### config.mk
export PLATFORM = sky130hd
export DESIGN_NAME = interframe_space
export DESIGN_NICKNAME = d
export VERILOG_FILES = /design/src/rtl/can_ifs_pkg.sv /design/src/rtl/interframe_space.sv
export SDC_FILE = /design/constraint.sdc
export NUM_CORES = 1
export LEC_CHECK = 0
export CAP_MARGIN = 20
export CORE_MARGIN = 2
export CORE_UTILIZATION = 35
export CTS_BUF_LIST = sky130_fd_sc_hd__clkbuf_16
export CTS_CLUSTER_DIAMETER = 40
export DETAILED_ROUTE_END_ITERATION = 12
export PLACE_DENSITY = 0.67
export SETUP_SLACK_MARGIN = 0.2
export SLEW_MARGIN = 0
export SYNTH_ARGS = -nofsm -noshare
export SYNTH_HDL_FRONTEND = slang
export SYNTH_SLANG_ARGS = --single-unit
### constraint.sdc
create_clock -name samplePoint -period 2.3 [get_ports samplePoint]
set_clock_uncertainty 0.2 [all_clocks]
set_input_delay 0.46 -clock samplePoint [delete_from_list [all_inputs] [get_ports samplePoint]]
set_output_delay 0.46 -clock samplePoint [all_outputs]
set_load 0.02 [all_outputs]
### src/rtl/can_ifs_pkg.sv
// Shared definitions for the CAN interframe-space tracker: state encodings
// and default bit-length constants.
package can_ifs_pkg;

  typedef enum logic [2:0] {
    WAIT         = 3'd0,
    INTERMISSION = 3'd1,
    OVERLOAD     = 3'd2,
    SUSPEND      = 3'd3,
    BUS_IDLE     = 3'd4
  } ifs_state_e;

  localparam int INTERMISSION_BITS_DEF = 3;
  localparam int SUSPEND_BITS_DEF      = 8;

endpackage

### src/rtl/interframe_space.sv
// CAN interframe space tracker: intermission, optional suspend-transmission
// field (enabled by IFS_SUSPEND_TRANSMISSION_EN) and bus idle detection.
module interframe_space
  import can_ifs_pkg::*;
#(
  parameter int INTERMISSION_BITS = INTERMISSION_BITS_DEF,
  parameter int SUSPEND_BITS      = SUSPEND_BITS_DEF,
  parameter int OVLD_CNT_W        = 2
) (
  input  logic                  samplePoint,
  input  logic                  reset,
  input  logic                  canRX,
  input  logic                  eofDone,
  input  logic                  endOverload,
  input  logic                  endError,
  input  logic                  errorPassive,
  input  logic                  wasTransmitter,
  output logic                  isOverload,
  output logic                  startOfFrame,
  output logic                  busIdle,
  output logic                  inIntermission,
  output logic [OVLD_CNT_W-1:0] overloadCount
);

  localparam logic [3:0]            INT_LAST = 4'(INTERMISSION_BITS - 1);
  localparam logic [OVLD_CNT_W-1:0] OVLD_MAX = '1;

  ifs_state_e            state_q, state_d;
  logic [3:0]            bit_cnt_q, bit_cnt_d;
  logic [OVLD_CNT_W-1:0] ovld_cnt_q, ovld_cnt_d;
  logic                  is_overload_q, is_overload_d;
  logic                  sof_q, sof_d;
  logic                  bus_idle_q, bus_idle_d;
  logic                  in_int_q, in_int_d;
  logic                  suspend_cond;
  logic                  frame_end;

`ifdef IFS_SUSPEND_TRANSMISSION_EN
  localparam logic [3:0] SUS_LAST = 4'(SUSPEND_BITS - 1);
  assign suspend_cond = errorPassive & wasTransmitter;
`else
  logic unused_suspend_inputs;
  assign unused_suspend_inputs = errorPassive ^ wasTransmitter;
  assign suspend_cond = 1'b0;
`endif

  assign frame_end = eofDone | endOverload | endError;

  always_comb begin
    state_d    = state_q;
    bit_cnt_d  = bit_cnt_q;
    ovld_cnt_d = ovld_cnt_q;
    sof_d      = 1'b0;

    case (state_q)
      WAIT: begin
        if (frame_end) begin
          state_d   = INTERMISSION;
          bit_cnt_d = 4'd0;
        end
      end

      INTERMISSION: begin
        if (canRX) begin
          if (bit_cnt_q == INT_LAST) begin
            bit_cnt_d = 4'd0;
            state_d   = suspend_cond ? SUSPEND : BUS_IDLE;
          end else begin
            bit_cnt_d = bit_cnt_q + 4'd1;
          end
        end else if (bit_cnt_q == INT_LAST) begin
          // A dominant last intermission bit is taken as the next SOF.
          sof_d      = 1'b1;
          ovld_cnt_d = '0;
          state_d    = WAIT;
        end else begin
          state_d = OVERLOAD;
          if (ovld_cnt_q != OVLD_MAX) begin
            ovld_cnt_d = ovld_cnt_q + 1'b1;
          end
        end
      end

      OVERLOAD: begin
        if (endOverload || endError) begin
          state_d   = INTERMISSION;
          bit_cnt_d = 4'd0;
        end
      end

`ifdef IFS_SUSPEND_TRANSMISSION_EN
      SUSPEND: begin
        if (canRX) begin
          if (bit_cnt_q == SUS_LAST) begin
            bit_cnt_d = 4'd0;
            state_d   = BUS_IDLE;
          end else begin
            bit_cnt_d = bit_cnt_q + 4'd1;
          end
        end else begin
          sof_d      = 1'b1;
          ovld_cnt_d = '0;
          state_d    = WAIT;
        end
      end
`endif

      BUS_IDLE: begin
        if (!canRX) begin
          sof_d      = 1'b1;
          ovld_cnt_d = '0;
          state_d    = WAIT;
        end
      end

      default: begin
        state_d   = WAIT;
        bit_cnt_d = 4'd0;
      end
    endcase
  end

  // Level outputs follow the next state so they change on the sampling edge.
  always_comb begin
    is_overload_d = (state_d == OVERLOAD);
    bus_idle_d    = (state_d == BUS_IDLE);
    in_int_d      = (state_d == INTERMISSION);
  end

  always_ff @(posedge samplePoint) begin
    if (reset) begin
      state_q       <= WAIT;
      bit_cnt_q     <= 4'd0;
      ovld_cnt_q    <= '0;
      is_overload_q <= 1'b0;
      sof_q         <= 1'b0;
      bus_idle_q    <= 1'b0;
      in_int_q      <= 1'b0;
    end else begin
      state_q       <= state_d;
      bit_cnt_q     <= bit_cnt_d;
      ovld_cnt_q    <= ovld_cnt_d;
      is_overload_q <= is_overload_d;
      sof_q         <= sof_d;
      bus_idle_q    <= bus_idle_d;
      in_int_q      <= in_int_d;
    end
  end

  assign isOverload     = is_overload_q;
  assign startOfFrame   = sof_q;
  assign busIdle        = bus_idle_q;
  assign inIntermission = in_int_q;
  assign overloadCount  = ovld_cnt_q;

endmodule
==> results.md, run 1 <==
* Status: complete, no violations
* Root buffer cell: clkbuf_16
* Clk_lat worst skew at 0.24 ns
* Pleak at 0.322 nW
* Synth warnings at 0
* Crit start category: primary input
* Synthesized area per cell at 9.32 um^2
* Die width at 47.5 um
* Syn-to-layout area delta at 32.3%
* Post-CTS Setup Repair Bufs at 0
* Internal at 0.500 mW
* Wire per inst at 11.6 um
* Reg-to-Reg Start: bit_cnt_q[0]$_SDFFE_PP0P_
* Rel. slew slack at 0.759
* Kind of critical path: in2reg
* Final std cells w/o fill at 109
* Die Y at 47.5 um
* Maxcap violations at 0
* IO Port Bufs at 11
* Layout cells sized above 1 at 0.131
* Site row count at 15
* Boundary Pins at 14
* TritonCTS clock tree: yes
* WHS Path Cells at 2
* CP endpoint kind: flop
* Gpl congestion at 0.753
* Worst R2R Path Depth at 6
* Reg2reg setup slack at 0.39 ns
* CTS Sinks at 13
* Max Fclk at 518 MHz
* CTS buffer count at 3
* Starting Density at 0.379
* Fin. Hold Viols at 0
* Gate power share at 0.114
* Post-Syn Area at 662 um^2
* Antenna-violating nets left at 0
* Max VDD drop at 0.000671 V
* Worst Hold Endpoint: overloadCount[1]$_SDFFE_PP0P_
* DR vias at 531
* # DRC at 0
* PwrDens at 722 nW/um^2
* Largest net degree at the start of global routing at 13
* Core region area at 1750 um^2
* Vias in the first global route at 490
* Post-synth ARST share at 0
* Sequential share of power at 0.387
* Global-route wire length before repair at 2040 um
* GRT Total Usage at 0.131
* Setup tns final at 0 ns
* DP HPWL at 957 um
* Slowest stage delay, CP at 0.47 ns
* Worst Tran Pin Value at 0.353 ns
* Yosys cell types at 32
* Final setup viols at 0
* Post-synthesis sequential area ratio at 0.393
* Slowest stage cell, crit path: clkdlybuf4s50_1
* Worst-path cell chain: clkdlybuf4s50_1 -> or2_2 -> a311oi_4 -> mux2i_1 -> nor2_1
* Slew Viols, Final at 0
* Worst Min Path Start: overloadCount[1]$_SDFFE_PP0P_
* Reg2reg end: overloadCount[0]$_SDFFE_PP0P_
* Mapped Nets at 82
* Switching portion of total power at 0.210
* Top_reg_cell synth: dfxtp_1
* Number of synthesized flops with an enable pin at 0
* Cts hold-fix bufs at 0
* Hold Crit Class: reg2reg
* WHS at 0.285 ns
* Synth Register Bits at 13
* Final net count at 96
* Arr. time, crit path at 1.86 ns
* Clock transition at the registers of the reported paths at 0.04 ns
* Resized Gates After CTS at 0
* Sw power at 0.133 mW
* Worst Path Max Fanout at 5
* Initial antenna violation count at 0
* TritonRoute pass-1 iters at 2
* ANT cells at 0
* WL final at 1260 um
* DRT iter0 DRCs at 5
* Dpl cells at 105
* Commonest non-fill, non-tap cells in the layout: dfxtp_1 (13), clkdlybuf4s50_1 (11), inv_1 (5), a21oi_1 (5), nor2_1 (5)
* DR vias/cell at 4.87
* Commonest non-fill, non-tap cell in the layout: dfxtp_1
* CTS max path bufs at 2
* Gr ovfl total at 0
* Clock power share at 0.499
* Die ar. at 2250 um^2
* Syn Inst Count at 71
* RSZ-0062 raised after global routing: no
* Post-route clock period utilization at 0.839
* H-tree depth at 1
* Final min period at 1.93 ns
* Worst path required time at 2.23 ns
==> cell families (layout without fill, tap and decap cells) <==
kind of cell,count (synthesis),in the layout,synth area share
AOI/OAI and AO/OA,15,15,0.195
adders and majority gates,3,3,0.0567
DFF,13,13,0.393
buffers and inverters,8,21,0.0491
xor gates and xnor gates,1,1,0.0132
muxes,2,2,0.0321
and+or+nand+nor,29,29,0.261
==> Yosys cell counts, drive strengths merged, types with 2 or more instances <==
| cell | count | area share |
|---|---|---|
| a2111oi | 3 | 0.040 |
| nor2 | 5 | 0.028 |
| nor3b | 2 | 0.023 |
| nor4 | 2 | 0.019 |
| a21oi | 5 | 0.038 |
| nand3 | 3 | 0.023 |
| nand2b | 3 | 0.028 |
| nor2b | 3 | 0.028 |
| ha | 3 | 0.057 |
| nand4 | 2 | 0.028 |
| nor3 | 3 | 0.023 |
| inv | 5 | 0.028 |
| nand2 | 2 | 0.011 |
| dfxtp | 13 | 0.39 |
| buf | 2 | 0.015 |
==> critical path: cells and delay by family <==
kind                   cells  cell delay (ns)
AO/OA/AOI/OAI              1             0.32
buffers and inverters      1             0.47
multiplexers               1             0.22
AND/OR/NAND/NOR            2             0.39
==> flip-flops by register name (all words and copies together), names as in the netlist <==
signal,cells
startOfFrame,1
bit_cnt_q,4
busIdle,1
overloadCount,2
isOverload,1
state_q,3
inIntermission,1
==> final cells by class <==
type	count	area [um^2]
clock buffer	3	75.1
clock inverter	1	3.75
fill	170	870
inverter	5	18.8
multi-input combinational	50	369
sequential	13	260
tap	25	31.3
timing repair buffer	12	118
==> how the worst max path moves through the flow <==
stage,end,start,depth (start not counted),slack (ns)
floorplan,overloadCount[0]$_SDFFE_PP0P_,bit_cnt_q[0]$_SDFFE_PP0P_,6,0.50
global placement,overloadCount[0]$_SDFFE_PP0P_,canRX,5,0.13
detailed placement,overloadCount[0]$_SDFFE_PP0P_,canRX,5,0.12
CTS,overloadCount[0]$_SDFFE_PP0P_,canRX,5,0.36
global route,state_q[2]$_SDFF_PP0_,bit_cnt_q[0]$_SDFFE_PP0P_,5,0.29
finish,overloadCount[0]$_SDFFE_PP0P_,canRX,5,0.37
==> power groups by stage <==
stage          combinational, mW  sequential [mW]  clock, mW
6_report                  0.0721            0.245      0.316
5_1_grt                   0.0789            0.246      0.332
3_3_place_gp              0.0711            0.249          0
3_5_place_dp              0.0723            0.249          0
2_1_floorplan             0.0436            0.250          0
4_1_cts                   0.0729            0.245      0.322
==> metrics by stage <==
| stage | utilization | power (mW) | cell area [um^2] | worst slack [ns] |
|---|---|---|---|---|
| CTS | 0.502 | 0.639 | 876 | 0.364 |
| finish | 0.502 | 0.633 | 876 | 0.371 |
| global placement | 0.457 | 0.320 | 797 | 0.128 |
| global route | 0.502 | 0.658 | 876 | 0.291 |
| floorplan | - | 0.293 | 662 | 0.503 |
| detailed placement | 0.457 | 0.321 | 797 | 0.120 |
==> routing by layer <==
metal,part of all wire,GRT usage
met1,0.47,0.159
met2,0.49,0.208
met3,0.037,0.0679
met4,0,0.0278
met5,0,0
No activity file was read; power rests on OpenSTA's default activity.
==> run 2, diff against run 1 <==
- clock period: 2.3 -> 1.93 ns (I/O delays scaled with it)
==> results.md, run 2 (synthesized netlist as in run 1, its figures left out) <==
* Status: complete, no violations
* Boundary Pins at 14
* Worst R2R Path Depth at 6
* Gate power share at 0.141
* Max reg flops at 4
* Worst Tran Pin Value at 0.317 ns
* DR vias at 609
* TritonRoute pass-1 iters at 5
* Reg2reg setup slack at 0.13 ns
* Sw power at 0.169 mW
* Root buffer cell: clkbuf_16
* Max Fclk at 556 MHz
* Worst Setup SP: bit_cnt_q[0]$_SDFFE_PP0P_
* Clock power share at 0.484
* Final std cells w/o fill at 120
* Syn-to-layout area delta at 52.9%
* Die width at 47.5 um
* IO Port Bufs at 11
* Reg with most FFs: bit_cnt_q
* DP HPWL at 935 um
* Filler instances at 157
* Gr ovfl total at 0
* Final min period at 1.80 ns
* RSZ-0062 raised after global routing: yes
* Hold Crit Class: reg2reg
* Worst Path Max Fanout at 4
* H-tree depth at 1
* Reg-to-Reg Start: bit_cnt_q[0]$_SDFFE_PP0P_
* Antenna-violating nets left at 0
* WHS at 0.295 ns
* GRT Total Usage at 0.134
* Switching portion of total power at 0.216
* Internal at 0.612 mW
* ANT cells at 0
* TritonCTS clock tree: yes
* Largest net degree at the start of global routing at 10
* Final setup viols at 0
* Gpl congestion at 0.759
* Post-route clock period utilization at 0.932
* Cell area after layout at 1010 um^2
* Arr. time, crit path at 1.73 ns
* Clock transition at the registers of the reported paths at 0.04 ns
* Rel. slew slack at 0.783
* Worst path required time at 1.86 ns
* Cts hold-fix bufs at 0
* CTS buffer count at 3
* PwrDens at 772 nW/um^2
* # DRC at 0
* WL final at 1390 um
* CTS Sinks at 13
* Initial antenna violation count at 0
* Reg2reg end: overloadCount[0]$_SDFFE_PP0P_
* Maxcap violations at 0
* Placed instance area at 836 um^2
* Dpl cells at 110
* Fin. Hold Viols at 0
* Final net count at 107
* Sequential share of power at 0.375
* Clk_lat worst skew at 0.24 ns
* Max VDD drop at 0.000609 V
* Core region area at 1750 um^2
* Vias in the first global route at 502
* Commonest non-fill, non-tap cells in the layout: buf_4 (11), dfxtp_1 (10), dlymetal6s2s_1 (7)
* Commonest non-fill, non-tap cell in the layout: buf_4
* Total chip power at 0.781 mW
* Die Y at 47.5 um
* Layout cells sized above 1 at 0.305
* Critical Path Sink: overloadCount[0]$_SDFFE_PP0P_
* Kind of critical path: reg2reg
* Pleak at 0.484 nW
* Global-route wire length before repair at 2080 um
* Starting Density at 0.379
* Site row count at 15
* CTS max path bufs at 2
* Die ar. at 2250 um^2
* CP endpoint kind: flop
* Crit start category: flop
* DR vias/cell at 5.08
* Wire per inst at 11.5 um
* Slew Viols, Final at 0
* DRT iter0 DRCs at 16
## run 2: cell count changes in the layout (fill, tap and decap cells not counted), moves of 3 or more
cell and delta:
buf_4 +10, clkdlybuf4s50_1 -10, dlymetal6s2s_1 +7, dfxtp_1 -3, dfxtp_2 +3, dlygate4sd2_1 +3
## run 2: layout make-up
type                            count  area (um^2)  area share
Multi-Input combinational cell     50          402       0.397
Sequential cell                    13          264       0.261
Timing Repair Buffer               23          218       0.215
Clock buffer                        3         75.1      0.0742
Tap cell                           25         31.3      0.0309
Inverter                            5         18.8      0.0185
Clock inverter                      1         3.75     0.00371
## run 2: what timing repair did
action                     4_1_cts  5_1_grt
setup endpoints to repair        7       12
resized for setup                7       13
pin swaps                        5        4
buffers inserted                 4        2
## run 2: power groups by stage
stage	clock network, mW	registers (mW)	logic [mW]
3_5_place_dp	0	0.297	0.0930
5_1_grt	0.407	0.294	0.120
2_1_floorplan	0	0.298	0.0521
6_report	0.378	0.293	0.110
4_1_cts	0.388	0.292	0.102
3_3_place_gp	0	0.297	0.0923
## run 2: critical path: stages, from the launching register on
cell and delay (ns):
dfxtp_2 0.32, inv_2 0.08, ha_4 0.13, or3b_4 0.42
a311oi_4 0.27, mux2i_1 0.23, nor2_1 0.05
## run 2: worst min-delay path by stage
stage | endpoint | cells after the start | from | slack, ns
after floorplan | startOfFrame$_SDFF_PP0_ | 1 | canRX | 0.28
after global placement | overloadCount[1]$_SDFFE_PP0P_ | 2 | overloadCount[1]$_SDFFE_PP0P_ | 0.28
after detailed placement | overloadCount[1]$_SDFFE_PP0P_ | 2 | overloadCount[1]$_SDFFE_PP0P_ | 0.28
after CTS | overloadCount[1]$_SDFFE_PP0P_ | 2 | overloadCount[1]$_SDFFE_PP0P_ | 0.29
after global routing | overloadCount[1]$_SDFFE_PP0P_ | 2 | overloadCount[1]$_SDFFE_PP0P_ | 0.31
final | overloadCount[1]$_SDFFE_PP0P_ | 2 | overloadCount[1]$_SDFFE_PP0P_ | 0.29
## run 2: metal layers
metal  GRT usage  vias to the layer above  wire length, um
li1            -                      311                -
met1       0.146                      284              587
met2       0.238                       14              721
met3      0.0566                        0               76
met4      0.0333                        0                0
met5           0                        -                0
## run 2: through the flow
step,util,TNS [ns],setup slack (ns)
floorplan,-,0,0.205
global placement,0.479,-0.495,-0.163
detailed placement,0.479,-0.553,-0.184
CTS,0.549,0,0.116
global route,0.580,0,0.0664
finish,0.580,0,0.131
==> run 3, diff against run 2 <==
- GPL_TIMING_DRIVEN: not set -> 0
==> results.md, run 3 (synthesized netlist as in run 1, its figures left out) <==
* CP endpoint kind: flop
* Max VDD drop at 0.000647 V
* Die Y at 47.5 um
* Initial antenna violation count at 0
* Switching portion of total power at 0.220
* Layout cells sized above 1 at 0.293
* Dpl cells at 107
* H-tree depth at 1
* Boundary Pins at 14
* Clock transition at the registers of the reported paths at 0.04 ns
* CTS buffer count at 3
* Arr. time, crit path at 1.72 ns
* GRT Total Usage at 0.162
* Setup tns final at 0 ns
* Antenna-violating nets left at 0
* Largest net degree at the start of global routing at 11
* Total chip power at 0.778 mW
* Worst Path Max Fanout at 3
* Status: complete, no violations
* CTS Sinks at 13
* Sequential share of power at 0.371
* Gr ovfl total at 0
* Final setup viols at 0
* RSZ-0062 raised after global routing: yes
* Wire per inst at 12.4 um
* Worst path required time at 1.85 ns
* Vias in the first global route at 591
* Syn-to-layout area delta at 49.3%
* Commonest non-fill, non-tap cells in the layout: dfxtp_1 (10), buf_4 (6), a21oi_1 (5), nor2_1 (5), dlymetal6s2s_1 (5)
* Post-route clock period utilization at 0.931
* Die ar. at 2250 um^2
* IO Port Bufs at 11
* Final std cells w/o fill at 117
* DP HPWL at 895 um
* Clk_lat worst skew at 0.24 ns
* CP bufs+invs at 2
* Cts hold-fix bufs at 0
* WL final at 1450 um
* Rel. slew slack at 0.693
* TritonCTS clock tree: yes
* Maxcap violations at 0
* Max Fclk at 557 MHz
* Clock power share at 0.491
* Final min period at 1.80 ns
* DR vias/cell at 4.99
* Worst-path cell chain: inv_2 -> ha_4 -> or3b_4 -> buf_4 -> nand4_4 -> nor4_1 -> a311o_1
* DRT iter0 DRCs at 1
* Global-route wire length before repair at 2460 um
* Die width at 47.5 um
* DR vias at 584
* Pleak at 0.456 nW
* TritonRoute pass-1 iters at 4
* Worst Tran Pin Value at 0.461 ns
* PwrDens at 787 nW/um^2
* Max reg flops at 4
* Gate power share at 0.139
* Final net count at 104
* Placed instance area at 805 um^2
* Setup WS pre-CTS at -0.183 ns
* Cell family with most CP delay: simple AND/OR/NAND/NOR gates
* Slowest stage delay, CP at 0.40 ns
* Slowest stage cell, crit path: or3b_4
* Cell area after layout at 988 um^2
* Slew Viols, Final at 0
* Final worst slack at 0.134 ns
* Kind of critical path: reg2reg
* Gpl congestion at 0.791
* Site row count at 15
* Finished Core Util at 0.566
* Crit start category: flop
* Core region area at 1750 um^2
* Reg with most FFs: bit_cnt_q
* Sw power at 0.171 mW
* ANT cells at 0
* Starting Density at 0.379
* Commonest non-fill, non-tap cell in the layout: dfxtp_1
* Internal at 0.607 mW
* # DRC at 0
* WHS at 0.290 ns
* CTS max path bufs at 2
* Fin. Hold Viols at 0
* Hold Crit Class: reg2reg
* Root buffer cell: clkbuf_16
==> run 3: cell types whose count changed in the layout (fill, tap and decap cells not counted), moves of 2 or more <==
cell,delta
buf_2,+2
nor3b_1,-2
clkdlybuf4s50_1,+2
nor3b_2,+2
buf_4,-5
dlymetal6s2s_1,-2
==> run 3: repair_timing <==
action,4_1_cts,5_1_grt
gates resized for setup,11,9
hold endpoints to repair,0,0
pin swaps,8,2
buffers inserted,4,2
setup endpoints to repair,9,12
==> run 3: tightest hold or removal path: cells and delay by family, from the launching register on <==
family	cells	cell delay, ns
AOI/OAI and AO/OA	1	0.05
DFF	1	0.32
and+or+nand+nor	1	0.07
==> run 3: power groups by stage <==
stage | Sequential, mW | Combinational, mW | Clock, mW
2_1_floorplan | 0.298 | 0.0521 | 0
3_3_place_gp | 0.292 | 0.0900 | 0
3_5_place_dp | 0.293 | 0.0903 | 0
4_1_cts | 0.288 | 0.103 | 0.394
5_1_grt | 0.289 | 0.119 | 0.407
6_report | 0.288 | 0.108 | 0.382
==> run 3: layer usage <==
metal / track usage / up-vias / part of all wire
met5: 0 / - / 0
met4: 0.0944 / 0 / 0.0062
met3: 0.0679 / 2 / 0.050
met2: 0.262 / 10 / 0.50
met1: 0.177 / 269 / 0.44
li1: - / 303 / -
==> run 3: cell type report <==
cell class	count	area, um^2
Timing Repair Buffer	17	164
Buffer	3	13.8
Tap cell	25	31.3
Inverter	5	18.8
Sequential cell	13	264
Clock buffer	3	75.1
Fill cell	174	757
Clock inverter	1	3.75
Multi-Input combinational cell	50	418
==> run 3: worst paths after layout <==
| check | from | end | slack (ns) | cells past startpoint |
|---|---|---|---|---|
| min reg2reg | overloadCount[1]$_SDFFE_PP0P_ | overloadCount[1]$_SDFFE_PP0P_ | 0.29 | 2 |
| min | overloadCount[1]$_SDFFE_PP0P_ | overloadCount[1]$_SDFFE_PP0P_ | 0.29 | 2 |
| max | bit_cnt_q[0]$_SDFFE_PP0P_ | bit_cnt_q[3]$_SDFFE_PP0P_ | 0.13 | 7 |
| max reg2reg | bit_cnt_q[0]$_SDFFE_PP0P_ | bit_cnt_q[3]$_SDFFE_PP0P_ | 0.13 | 7 |
